<file path="config.mk">
export PLATFORM = sky130hd
export DESIGN_NAME = video_timing_gen
export DESIGN_NICKNAME = d
export VERILOG_FILES = /design/src/rtl/video_timing_gen.sv
export SDC_FILE = /design/constraint.sdc
export NUM_CORES = 1
export LEC_CHECK = 0
export BUFFER_PORTS_ARGS = -buffer_cell sky130_fd_sc_hd__buf_2
export CAP_MARGIN = 20
export CORE_UTILIZATION = 45
export CTS_BUF_LIST = sky130_fd_sc_hd__clkbuf_8
export DETAILED_ROUTE_END_ITERATION = 8
export PLACE_DENSITY_LB_ADDON = 0.1
export SLEW_MARGIN = 10
export SYNTH_ARGS = -nofsm -noshare
export SYNTH_HDL_FRONTEND = slang
export SYNTH_SLANG_ARGS = --single-unit
</file>
<file path="constraint.sdc">
create_clock -name clk -period 3 [get_ports clk]
set_input_delay 0.3 -clock clk [delete_from_list [all_inputs] [get_ports clk]]
set_output_delay 0.3 -clock clk [all_outputs]
set_load 0.01 [all_outputs]
</file>
<file path="src/rtl/video_timing_gen.sv">
`default_nettype none
// +----------------------------------------------------------------------------+
// | video_timing_gen: parametrised raster timing (pixel enable, H/V counters,  |
// | sync, blanking, line/frame markers) with an optional sync/blank delay line.|
// | Revision: 1.0                                                              |
// +----------------------------------------------------------------------------+
module video_timing_gen #(
  parameter int CLK_MHZ    = 50,
  parameter int PIXEL_MHZ  = 25,
  parameter int H_ACTIVE   = 640,
  parameter int H_FRONT    = 16,
  parameter int H_SYNC     = 96,
  parameter int H_BACK     = 48,
  parameter int V_ACTIVE   = 480,
  parameter int V_FRONT    = 10,
  parameter int V_SYNC     = 2,
  parameter int V_BACK     = 33,
  parameter bit HSYNC_POL  = 1'b0,
  parameter bit VSYNC_POL  = 1'b0,
  parameter int SYNC_DELAY = 0,
  parameter int W_X        = $clog2(H_ACTIVE + H_FRONT + H_SYNC + H_BACK),
  parameter int W_Y        = $clog2(V_ACTIVE + V_FRONT + V_SYNC + V_BACK)
) (
  input  logic           clk,
  input  logic           rst_n,
  output logic           o_pixel_en,
  output logic [W_X-1:0] o_x,
  output logic [W_Y-1:0] o_y,
  output logic           o_display_on,
  output logic           o_hsync,
  output logic           o_vsync,
  output logic           o_line_start,
  output logic           o_frame_start
);

  localparam int c_H_TOTAL = H_ACTIVE + H_FRONT + H_SYNC + H_BACK;
  localparam int c_V_TOTAL = V_ACTIVE + V_FRONT + V_SYNC + V_BACK;
  localparam int c_CLK_DIV = CLK_MHZ / PIXEL_MHZ;
  localparam int c_W_DIV   = (c_CLK_DIV > 1) ? $clog2(c_CLK_DIV) : 1;

  localparam logic [c_W_DIV-1:0] c_DIV_LAST = c_W_DIV'(c_CLK_DIV - 1);
  localparam logic [W_X-1:0] c_X_LAST  = W_X'(c_H_TOTAL - 1);
  localparam logic [W_X-1:0] c_H_ACT   = W_X'(H_ACTIVE);
  localparam logic [W_X-1:0] c_HS_BEG  = W_X'(H_ACTIVE + H_FRONT);
  localparam logic [W_X-1:0] c_HS_END  = W_X'(H_ACTIVE + H_FRONT + H_SYNC - 1);
  localparam logic [W_Y-1:0] c_Y_LAST  = W_Y'(c_V_TOTAL - 1);
  localparam logic [W_Y-1:0] c_V_ACT   = W_Y'(V_ACTIVE);
  localparam logic [W_Y-1:0] c_VS_BEG  = W_Y'(V_ACTIVE + V_FRONT);
  localparam logic [W_Y-1:0] c_VS_END  = W_Y'(V_ACTIVE + V_FRONT + V_SYNC - 1);
  // Delay-line word is {display_on, hsync, vsync}; idle = blanked, syncs deasserted.
  localparam logic [2:0] c_IDLE = {1'b0, ~HSYNC_POL, ~VSYNC_POL};

  if (PIXEL_MHZ < 1 || CLK_MHZ < PIXEL_MHZ || (CLK_MHZ % PIXEL_MHZ) != 0) begin : g_bad_clk_div
    $error("video_timing_gen: CLK_MHZ / PIXEL_MHZ must be an integer >= 1");
  end
  if (SYNC_DELAY < 0 || SYNC_DELAY > 15) begin : g_bad_sync_delay
    $error("video_timing_gen: SYNC_DELAY must be in 0..15");
  end

  logic [c_W_DIV-1:0] r_div;
  logic               r_pixel_en;
  logic [W_X-1:0]     r_x;
  logic [W_Y-1:0]     r_y;
  logic               r_line_start;
  logic               r_frame_start;
  logic [2:0]         r_pipe [SYNC_DELAY+1];

  logic           w_tick;
  logic           w_x_wrap;
  logic [W_X-1:0] w_x_next;
  logic [W_Y-1:0] w_y_next;
  logic [2:0]     w_dec;

  // w_tick marks the edge at which pixel_en rises, so counters move in that same cycle.
  assign w_tick   = (r_div == c_DIV_LAST);
  assign w_x_wrap = (r_x == c_X_LAST);

  always_comb begin
    w_x_next = w_x_wrap ? '0 : r_x + 1'b1;
    w_y_next = r_y;
    if (w_x_wrap) begin
      w_y_next = (r_y == c_Y_LAST) ? '0 : r_y + 1'b1;
    end
    w_dec[2] = (w_x_next < c_H_ACT) && (w_y_next < c_V_ACT);
    w_dec[1] = ((w_x_next >= c_HS_BEG) && (w_x_next <= c_HS_END)) ? HSYNC_POL : ~HSYNC_POL;
    w_dec[0] = ((w_y_next >= c_VS_BEG) && (w_y_next <= c_VS_END)) ? VSYNC_POL : ~VSYNC_POL;
  end

  always_ff @(posedge clk) begin
    if (!rst_n) begin
      r_div         <= '0;
      r_pixel_en    <= 1'b0;
      r_x           <= c_X_LAST;
      r_y           <= c_Y_LAST;
      r_line_start  <= 1'b0;
      r_frame_start <= 1'b0;
    end else begin
      r_div         <= w_tick ? '0 : r_div + 1'b1;
      r_pixel_en    <= w_tick;
      r_line_start  <= w_tick && w_x_wrap;
      r_frame_start <= w_tick && w_x_wrap && (r_y == c_Y_LAST);
      if (w_tick) begin
        r_x <= w_x_next;
        r_y <= w_y_next;
      end
    end
  end

  // Stage 0 holds the undelayed decode; stage SYNC_DELAY drives the outputs.
  always_ff @(posedge clk) begin
    if (!rst_n) begin
      for (int i = 0; i <= SYNC_DELAY; i++) begin
        r_pipe[i] <= c_IDLE;
      end
    end else if (w_tick) begin
      r_pipe[0] <= w_dec;
      for (int i = 1; i <= SYNC_DELAY; i++) begin
        r_pipe[i] <= r_pipe[i-1];
      end
    end
  end

  assign o_pixel_en    = r_pixel_en;
  assign o_x           = r_x;
  assign o_y           = r_y;
  assign o_line_start  = r_line_start;
  assign o_frame_start = r_frame_start;
  assign o_display_on  = r_pipe[SYNC_DELAY][2];
  assign o_hsync       = r_pipe[SYNC_DELAY][1];
  assign o_vsync       = r_pipe[SYNC_DELAY][0];

endmodule
`default_nettype wire
</file>
==> flow_summary.json, run 1 <==
{
  "clkLatencyLatePin_ns": 0.27,
  "start_util_pct": 47.3,
  "setup_viol": 0,
  "cts_tree": "done",
  "grt_pass1_wl_um": 6120,
  "startpoint": "o_x[1]",
  "synth_top_area_share_pct": 30.2,
  "cts_buffer_depth": 2,
  "status": "complete, no violations",
  "grt-ovfl-total": 0,
  "drc": 0,
  "seq_area_um2": 571,
  "vias_per_cell": 5.61,
  "wl_um": 3770,
  "ys_seq_elements": 27,
  "min_period_ns": 2.68,
  "antenna_found_initial": 0,
  "drtPass1Iterations": 4,
  "die_h_um": 61.5,
  "crit_type": "flip-flop to flip-flop",
  "setup-tns-final_ns": 0,
  "num_rows": 21,
  "synth.area.top_cells": "dfxtp_1, nand2_1, edfxtp_1",
  "final.fill_count": 358,
  "synth-edff-count": 3,
  "leakage_nw": 0.722,
  "clk_pin_slew_ns": 0.09,
  "finalCritPeriodShare_pct": 89.4,
  "grt_max_degree": 22,
  "yosysTopAreaCell": "dfxtp_1",
  "synthTopCellsByCount": "nand2_1, dfxtp_1, o21ai_0",
  "hpwl_um": 2730,
  "cp_max_fo": 11,
  "crit-reg2reg-launch": "o_x[1]",
  "power_mw": 0.920,
  "clockRootBuffer": "clkbuf_8",
  "hold_class": "input pin to flip-flop",
  "p_per_area_nw_per_um2": 513,
  "multiInputGateArea_um2": 936,
  "synth_ff_type": "dfxtp_1",
  "yosysUniqueCellTypes": 46,
  "rsz0062_at_grt": "false",
  "hp-start": "rst_n",
  "areaGrowthSynthToFinish_pct": 12.7,
  "worst-slew-pin-transition_ns": 0.477,
  "drv_cap": 0,
  "netlist_instances": 192,
  "die_area_um2": 3780,
  "die_width_um": 61.5,
  "ant_nets": 0,
  "numCtsBuffers": 3,
  "synthesis.area_um2": 1590,
  "core_um2": 3360,
  "yosys_warnings": 0,
  "async_flop_share_pct": 0,
  "routedWlPerCell_um": 14.4,
  "grt_pass1_vias": 1264,
  "max_slew_margin_pct": 68.1,
  "drtIter0Drc": 93,
  "drive_gt1_share_pct": 18.6,
  "diodes": 0,
  "h-tree-depth": 1,
  "required_ns": 3.00,
  "cts_setup_buffers": 0,
  "hold_viol": 0,
  "worstSetupStartpointType": "flip-flop",
  "arrival_ns": 2.69,
  "drv_slew": 0,
  "via_count": 1465,
  "yosysSeqAreaShare_pct": 35.8,
  "io_pins": 28,
  "clock-sinks": 27,
  "fin_nets": 222,
  "synth.most_common_cell": "nand2_1",
  "io_buffer_count": 27,
  "timing.fmax_mhz": 373,
  "cts-resized-gates": 0,
  "grt_use_total_pct": 21.6,
  "syn_avg_cell_area_um2": 8.29,
  "vdd_drop_max_mv": 0.288,
  "fin_skew_ns": 0.00374,
  "routabilityCongestion": 0.879,
  "syn-num-nets": 198,
  "cp-end-kind": "flip-flop",
  "cts_hold_buf": 0
}
## state kept, by name, indices dropped and copies added, names as in the netlist
signal         count
o_frame_start      1
o_line_start       1
o_pixel_en         1
o_x               10
o_y               10
r_div              1
r_pipe             3
## final cells by class
cell class              instances  share of cell area [%]
multi-input cells             146                    52.2
well taps                      46                    3.21
clock buffers                   3                    2.30
inverters                       9                    1.88
flip-flops and latches         27                    31.8
clock inverters                 1                   0.209
repair buffers                 29                    8.37
## metal layers
| metal | vias up | routed length (µm) | GRT usage (%) |
|---|---|---|---|
| li1 | 742 | - | - |
| met1 | 691 | 1900 | 31.6 |
| met2 | 28 | 1730 | 33.9 |
| met3 | 4 | 100 | 2.73 |
| met4 | 0 | 33 | 5.08 |
| met5 | - | 0 | 0 |
## metrics by stage
| step | util [%] | instances | hold slack [ns] | instance area [µm²] | worst slack (ns) |
|---|---|---|---|---|---|
| floorplan | - | 192 | 0.422 | 1590 | 0.734 |
| global placement | 52.0 | 257 | 0.499 | 1750 | 0.499 |
| detailed placement | 52.0 | 257 | 0.511 | 1750 | 0.359 |
| CTS | 53.3 | 261 | 0.336 | 1790 | 0.332 |
| global route | 53.3 | 261 | 0.354 | 1790 | 0.114 |
| finish | 53.3 | 261 | 0.332 | 1790 | 0.318 |
## report_power, final
group	switching [mW]	internal [mW]
registers	0.0392	0.389
logic	0.184	0.107
clock network	0.109	0.0916
total	0.332	0.588
## path summary, 6_finish.rpt
path / end / slack, ns / cells past startpoint
hold reg to reg: o_y[8] / 0.53 / 2
hold / removal: o_x[1] / 0.33 / 2
setup reg to reg: r_pipe[0][0] / 0.32 / 7
setup / recovery: r_pipe[0][0] / 0.32 / 7
## critical path, stage by stage (launching register included)
cell and delay [ns]:
dfxtp_1 0.44, ha_1 0.35, and4_1 0.37, nand3_2 0.29, nor4_4 0.39, xor2_1 0.15
a221oi_1 0.30, o211ai_1 0.14
## placed cells by master, fill, tap and decap left out, types with 2 or more instances in the layout
| master | instances |
|---|---|
| buf_2 | 27 |
| nand2_1 | 25 |
| dfxtp_1 | 24 |
| o21ai_0 | 17 |
| nand3_1 | 13 |
| inv_1 | 10 |
| a21oi_1 | 10 |
| nor2_1 | 8 |
| nand4_1 | 6 |
| and3_1 | 6 |
| xor2_1 | 5 |
| xnor2_1 | 5 |
| and2_1 | 4 |
| ha_1 | 4 |
| and4_1 | 3 |
| nor3_1 | 3 |
| nand2b_1 | 3 |
| a31oi_1 | 3 |
| clkbuf_8 | 3 |
| edfxtp_1 | 3 |
| nor2b_1 | 2 |
| nand3b_1 | 2 |
| or3_1 | 2 |
| o211ai_1 | 2 |
| o311ai_0 | 2 |
| a21boi_0 | 2 |
| buf_4 | 2 |
## kinds of logic (layout without fill, tap and decap cells)
| kind of cell | after synthesis | after routing | synth area share, % |
|---|---|---|---|
| xor+xnor | 10 | 10 | 5.50 |
| compound gates | 44 | 44 | 17.5 |
| fa+ha+maj | 5 | 5 | 3.77 |
| mux | 1 | 1 | 0.629 |
| flops | 27 | 27 | 35.8 |
| simple gates | 86 | 86 | 31.4 |
| buf+inv | 19 | 42 | 5.35 |
No activity file was read; power rests on OpenSTA's default activity.
==> run 2, diff against run 1 <==
==> constraint.sdc (replaced) <==
create_clock -name clk -period 2.7 [get_ports clk]
set_input_delay 0.27 -clock clk [delete_from_list [all_inputs] [get_ports clk]]
set_output_delay 0.27 -clock clk [all_outputs]
set_load 0.01 [all_outputs]
==> flow_summary.json, run 2 (synthesis results as in run 1) <==
{
  "status": "complete, no violations",
  "grt_pass1_wl_um": 5940,
  "clkLatencyLatePin_ns": 0.27,
  "routabilityCongestion": 0.831,
  "hold_ws_ns": 0.299,
  "hold_viol": 0,
  "grt_max_degree": 22,
  "seq_power_share_pct": 45.7,
  "io_pins": 28,
  "layout.cells.non_filler": 262,
  "clk_pin_slew_ns": 0.10,
  "critPathSlowestCell": "dfxtp_1",
  "cts_buffer_depth": 2,
  "vias_per_cell": 5.51,
  "layout_setup_ws_ns": 0.259,
  "crit_chain": "ha_2 -> and4_1 -> nand3_2 -> nor4_4 -> xor2_1 -> a221oi_1 -> o211ai_1",
  "worst-slew-pin-transition_ns": 0.480,
  "worstSetupStartpointType": "flip-flop",
  "crit_path_max_incr_delay_ns": 0.45,
  "die_area_um2": 3780,
  "numCtsBuffers": 3,
  "most-common-layout-cells": "buf_2, nand2_1, dfxtp_1",
  "drtPass1Iterations": 4,
  "min_period_ns": 2.44,
  "dp_cells": 258,
  "pwr-share-clk_pct": 22.6,
  "cp.buffers_inverters": 0,
  "die_width_um": 61.5,
  "setup-tns-final_ns": 0,
  "cts_tree": "done",
  "cts_hold_buf": 0,
  "areaGrowthSynthToFinish_pct": 13.4,
  "cp_top_family": "simple AND/OR/NAND/NOR gates",
  "critical_path_cell_count": 7,
  "p_sw_mw": 0.377,
  "cts_setup_buffers": 0,
  "hold-path-cell-count": 2,
  "drive_gt1_share_pct": 19.9,
  "fin_nets": 223,
  "grt_pass1_vias": 1282,
  "core_um2": 3360,
  "cts-resized-gates": 0,
  "vdd_drop_max_mv": 0.369,
  "p_per_area_nw_per_um2": 576,
  "drv_cap": 0,
  "leakage_nw": 0.724,
  "finalCritPeriodShare_pct": 90.4,
  "rsz0062_at_grt": "false",
  "clock-sinks": 27,
  "p_comb_share_pct": 31.7,
  "cp-end-kind": "flip-flop",
  "multiInputGateArea_um2": 938,
  "dpl_worst_slack_ns": 0.217,
  "via_count": 1443,
  "antenna_found_initial": 0,
  "drtIter0Drc": 83,
  "seq_area_um2": 571,
  "start_util_pct": 47.3,
  "p_int_mw": 0.661,
  "grt_use_total_pct": 21.2,
  "fin_skew_ns": 0.00302,
  "grt-ovfl-total": 0,
  "num_rows": 21,
  "final.fill_count": 362,
  "ant_nets": 0,
  "netSwitchingFraction_pct": 36.3,
  "routedWlPerCell_um": 13.9,
  "clockRootBuffer": "clkbuf_8",
  "layout_commonest_cell": "buf_2",
  "diodes": 0,
  "cp_max_fo": 8,
  "die_h_um": 61.5,
  "hold_class": "input pin to flip-flop",
  "max_slew_margin_pct": 67.9,
  "setup_viol": 0,
  "wl_um": 3630,
  "io_buffer_count": 27,
  "drv_slew": 0,
  "drc": 0,
  "ff2ff_path_depth": 7,
  "required_ns": 2.71,
  "timing.fmax_mhz": 410,
  "hpwl_um": 2650,
  "arrival_ns": 2.45,
  "crit_type": "flip-flop to flip-flop",
  "h-tree-depth": 1
}
-- run 2: changes by cell type in the layout (fill, tap and decap cells not counted), sizes merged --
cell    previous run  this run
clkinv             0         1
inv               10         9
buf               29        30
-- run 2: power groups by stage --
stage	Clock (mW)	Combinational (mW)	Sequential (mW)
3_5_place_dp	0	0.328	0.484
5_1_grt	0.257	0.375	0.481
3_3_place_gp	0	0.323	0.482
4_1_cts	0.242	0.329	0.475
2_1_floorplan	0	0.237	0.482
6_report	0.234	0.329	0.475
-- run 2: metrics by stage --
step | utilization (%) | area (µm²) | power [mW]
floorplan | - | 1590 | 0.719
global placement | 52.2 | 1760 | 0.805
detailed placement | 52.2 | 1760 | 0.811
CTS | 53.6 | 1800 | 1.05
global route | 53.6 | 1800 | 1.11
finish | 53.6 | 1800 | 1.04
-- run 2: final cells by class --
cell class	count	area share, %
Clock buffer	3	2.29
Clock inverter	1	0.277
Inverter	9	1.87
Multi-Input combinational cell	146	52.0
Sequential cell	27	31.6
Tap cell	46	3.19
Timing Repair Buffer	30	8.74
-- run 2: worst paths after layout --
kind / startpoint / endpoint / slack, ns
min reg2reg: o_y[0] / o_y[0] / 0.52
max reg2reg: o_x[1] / r_pipe[0][0] / 0.26
max: o_x[1] / r_pipe[0][0] / 0.26
min: rst_n / o_x[1] / 0.30
-- run 2: metal layers --
metal	global-route usage (%)	share of wire, %	vias up
met1	30.4	50	656
met2	32.8	45	41
met5	0	0	-
met4	6.98	1.0	0
met3	2.94	3.9	4
li1	-	-	742
==> run 3, diff against run 2 <==
--- a/config.mk
+++ b/config.mk
@@ -7,6 +7,7 @@
 export LEC_CHECK = 0
 export BUFFER_PORTS_ARGS = -buffer_cell sky130_fd_sc_hd__buf_2
 export CAP_MARGIN = 20
+export CORE_ASPECT_RATIO = 0.9
 export CORE_UTILIZATION = 45
 export CTS_BUF_LIST = sky130_fd_sc_hd__clkbuf_8
 export DETAILED_ROUTE_END_ITERATION = 8
==> constraint.sdc (replaced) <==
create_clock -name clk -period 1.99 [get_ports clk]
set_input_delay 0.199 -clock clk [delete_from_list [all_inputs] [get_ports clk]]
set_output_delay 0.199 -clock clk [all_outputs]
set_load 0.01 [all_outputs]
==> flow_summary.json, run 3 (synthesis results as in run 1) <==
{
  "netSwitchingFraction_pct": 35.3,
  "drive_gt1_share_pct": 34.7,
  "h-tree-depth": 1,
  "min_period_ns": 2.00,
  "seq_power_share_pct": 39.4,
  "clkLatencyLatePin_ns": 0.27,
  "io_buffer_count": 27,
  "diodes": 0,
  "cp.buffers_inverters": 1,
  "die_h_um": 58.4,
  "num_rows": 20,
  "clock-sinks": 27,
  "core_um2": 3380,
  "clk_pin_slew_ns": 0.09,
  "crit-reg2reg-launch": "o_x[5]",
  "p_int_mw": 1.02,
  "hold_viol": 0,
  "start_util_pct": 47.1,
  "cp-end-kind": "flip-flop",
  "layout_commonest_cell": "buf_4",
  "p_sw_mw": 0.556,
  "hpwl_um": 3100,
  "pwr-share-clk_pct": 19.5,
  "grt_pass1_wl_um": 6940,
  "ant_nets": 0,
  "drc": 0,
  "die_area_um2": 3780,
  "leakage_nw": 0.897,
  "grt_util_met2_pct": 37.3,
  "crit_path_max_incr_delay_ns": 0.37,
  "numCtsBuffers": 3,
  "max_slew_margin_pct": 78.7,
  "die_width_um": 64.7,
  "fin_nets": 255,
  "drtIter0Drc": 107,
  "areaGrowthSynthToFinish_pct": 32.7,
  "finalCritPeriodShare_pct": 100,
  "layout_setup_ws_ns": -0.00981,
  "cp_max_fo": 4,
  "grt_use_total_pct": 23.5,
  "crit_chain": "nor4b_4 -> buf_4 -> nand2_1 -> nor4_4 -> xnor2_1 -> nor3_2 -> a2111oi_2",
  "hold_class": "input pin to flip-flop",
  "power_mw": 1.58,
  "arrival_ns": 2.07,
  "rsz0062_at_grt": "true",
  "io_pins": 28,
  "cp_top_family": "simple AND/OR/NAND/NOR gates",
  "startpoint": "o_x[5]",
  "antenna_found_initial": 0,
  "critical_path_cell_count": 7,
  "vdd_drop_max_mv": 0.362,
  "violations": "negative setup slack",
  "r2r-end": "r_pipe[0][2]",
  "p_comb_share_pct": 41.1,
  "p_per_area_nw_per_um2": 747,
  "cts_buffer_depth": 2,
  "drv_cap": 0,
  "routedWlPerCell_um": 14.0,
  "grt_pass1_vias": 1428,
  "met3_usage_pct": 3.29,
  "most-common-layout-cells": "buf_4, buf_2, nand2_1",
  "top_usage_layer": "met2",
  "crit_type": "flip-flop to flip-flop",
  "drv_slew": 0,
  "clockRootBuffer": "clkbuf_8",
  "ff2ff_path_depth": 7,
  "gr-usage-met1_pct": 33.5,
  "critPathSlowestCell": "nor4b_4",
  "grt_max_degree": 15,
  "wl_um": 4100,
  "via_count": 1611,
  "worst-slew-pin-transition_ns": 0.318,
  "hold_ws_ns": 0.168,
  "r2r_slack_ns": -0.01,
  "vias_per_cell": 5.52,
  "setup_viol": 2,
  "cts_tree": "done",
  "required_ns": 2.06,
  "fin_skew_ns": 0.00515,
  "final.fill_count": 294,
  "worstSetupStartpointType": "flip-flop",
  "status": "complete, but fails checks",
  "endpoint": "r_pipe[0][2]",
  "drtPass1Iterations": 4,
  "grt-ovfl-total": 0,
  "routabilityCongestion": 0.877,
  "timing.fmax_mhz": 500
}
-- run 3: worst min-delay path by stage --
stage	from	end	slack, ns	depth (start not counted)
floorplan	rst_n	o_x[6]	0.32	1
global placement	rst_n	o_x[4]	0.44	2
detailed placement	rst_n	o_x[4]	0.45	2
CTS	rst_n	o_x[4]	0.17	2
global route	rst_n	o_x[4]	0.18	2
finish	rst_n	o_x[4]	0.17	2
-- run 3: repair_timing --
action	CTS	global route
gates resized for setup	3	13
endpoints found under the setup margin	2	8
endpoints found under the hold margin	0	0
pin swaps	2	6
cloned	0	0
hold buffers	0	0
setup buffers	2	1
-- run 3: final cells by class --
type | count | area (µm²) | area share [%]
multi-input cells | 146 | 1000 | 47.4
inverters | 9 | 33.8 | 1.60
repair buffers | 62 | 398 | 18.8
flip-flops and latches | 27 | 579 | 27.4
clock buffers | 3 | 41.3 | 1.95
well taps | 44 | 55.1 | 2.61
clock inverters | 1 | 3.75 | 0.178
-- run 3: power by group through the flow --
| stage | logic [mW] | clock network (mW) | registers, mW |
|---|---|---|---|
| floorplan | 0.333 | 0 | 0.656 |
| finish | 0.649 | 0.308 | 0.621 |
| global route | 0.716 | 0.335 | 0.626 |
| global placement | 0.580 | 0 | 0.631 |
| detailed placement | 0.589 | 0 | 0.632 |
| CTS | 0.614 | 0.312 | 0.620 |
-- run 3: stage by stage --
| stage | std cells | setup TNS [ns] | setup WS, ns | util [%] | cell area, µm² |
|---|---|---|---|---|---|
| final | 292 | -0.0166 | -0.00981 | 62.5 | 2110 |
| after global routing | 292 | -0.192 | -0.110 | 62.5 | 2110 |
| after CTS | 291 | -0.0238 | -0.0238 | 60.9 | 2060 |
| after detailed placement | 285 | -0.0512 | -0.0285 | 58.9 | 1990 |
| after global placement | 285 | 0 | 0.0423 | 58.9 | 1990 |
| after floorplan | 192 | 0 | 0.0131 | - | 1620 |
-- run 3: routing by layer --
| metal | part of all wire [%] | wire, µm |
|---|---|---|
| met5 | 0 | 0 |
| met4 | 2.1 | 85 |
| met3 | 6.0 | 244 |
| met2 | 45 | 1850 |
| met1 | 47 | 1920 |
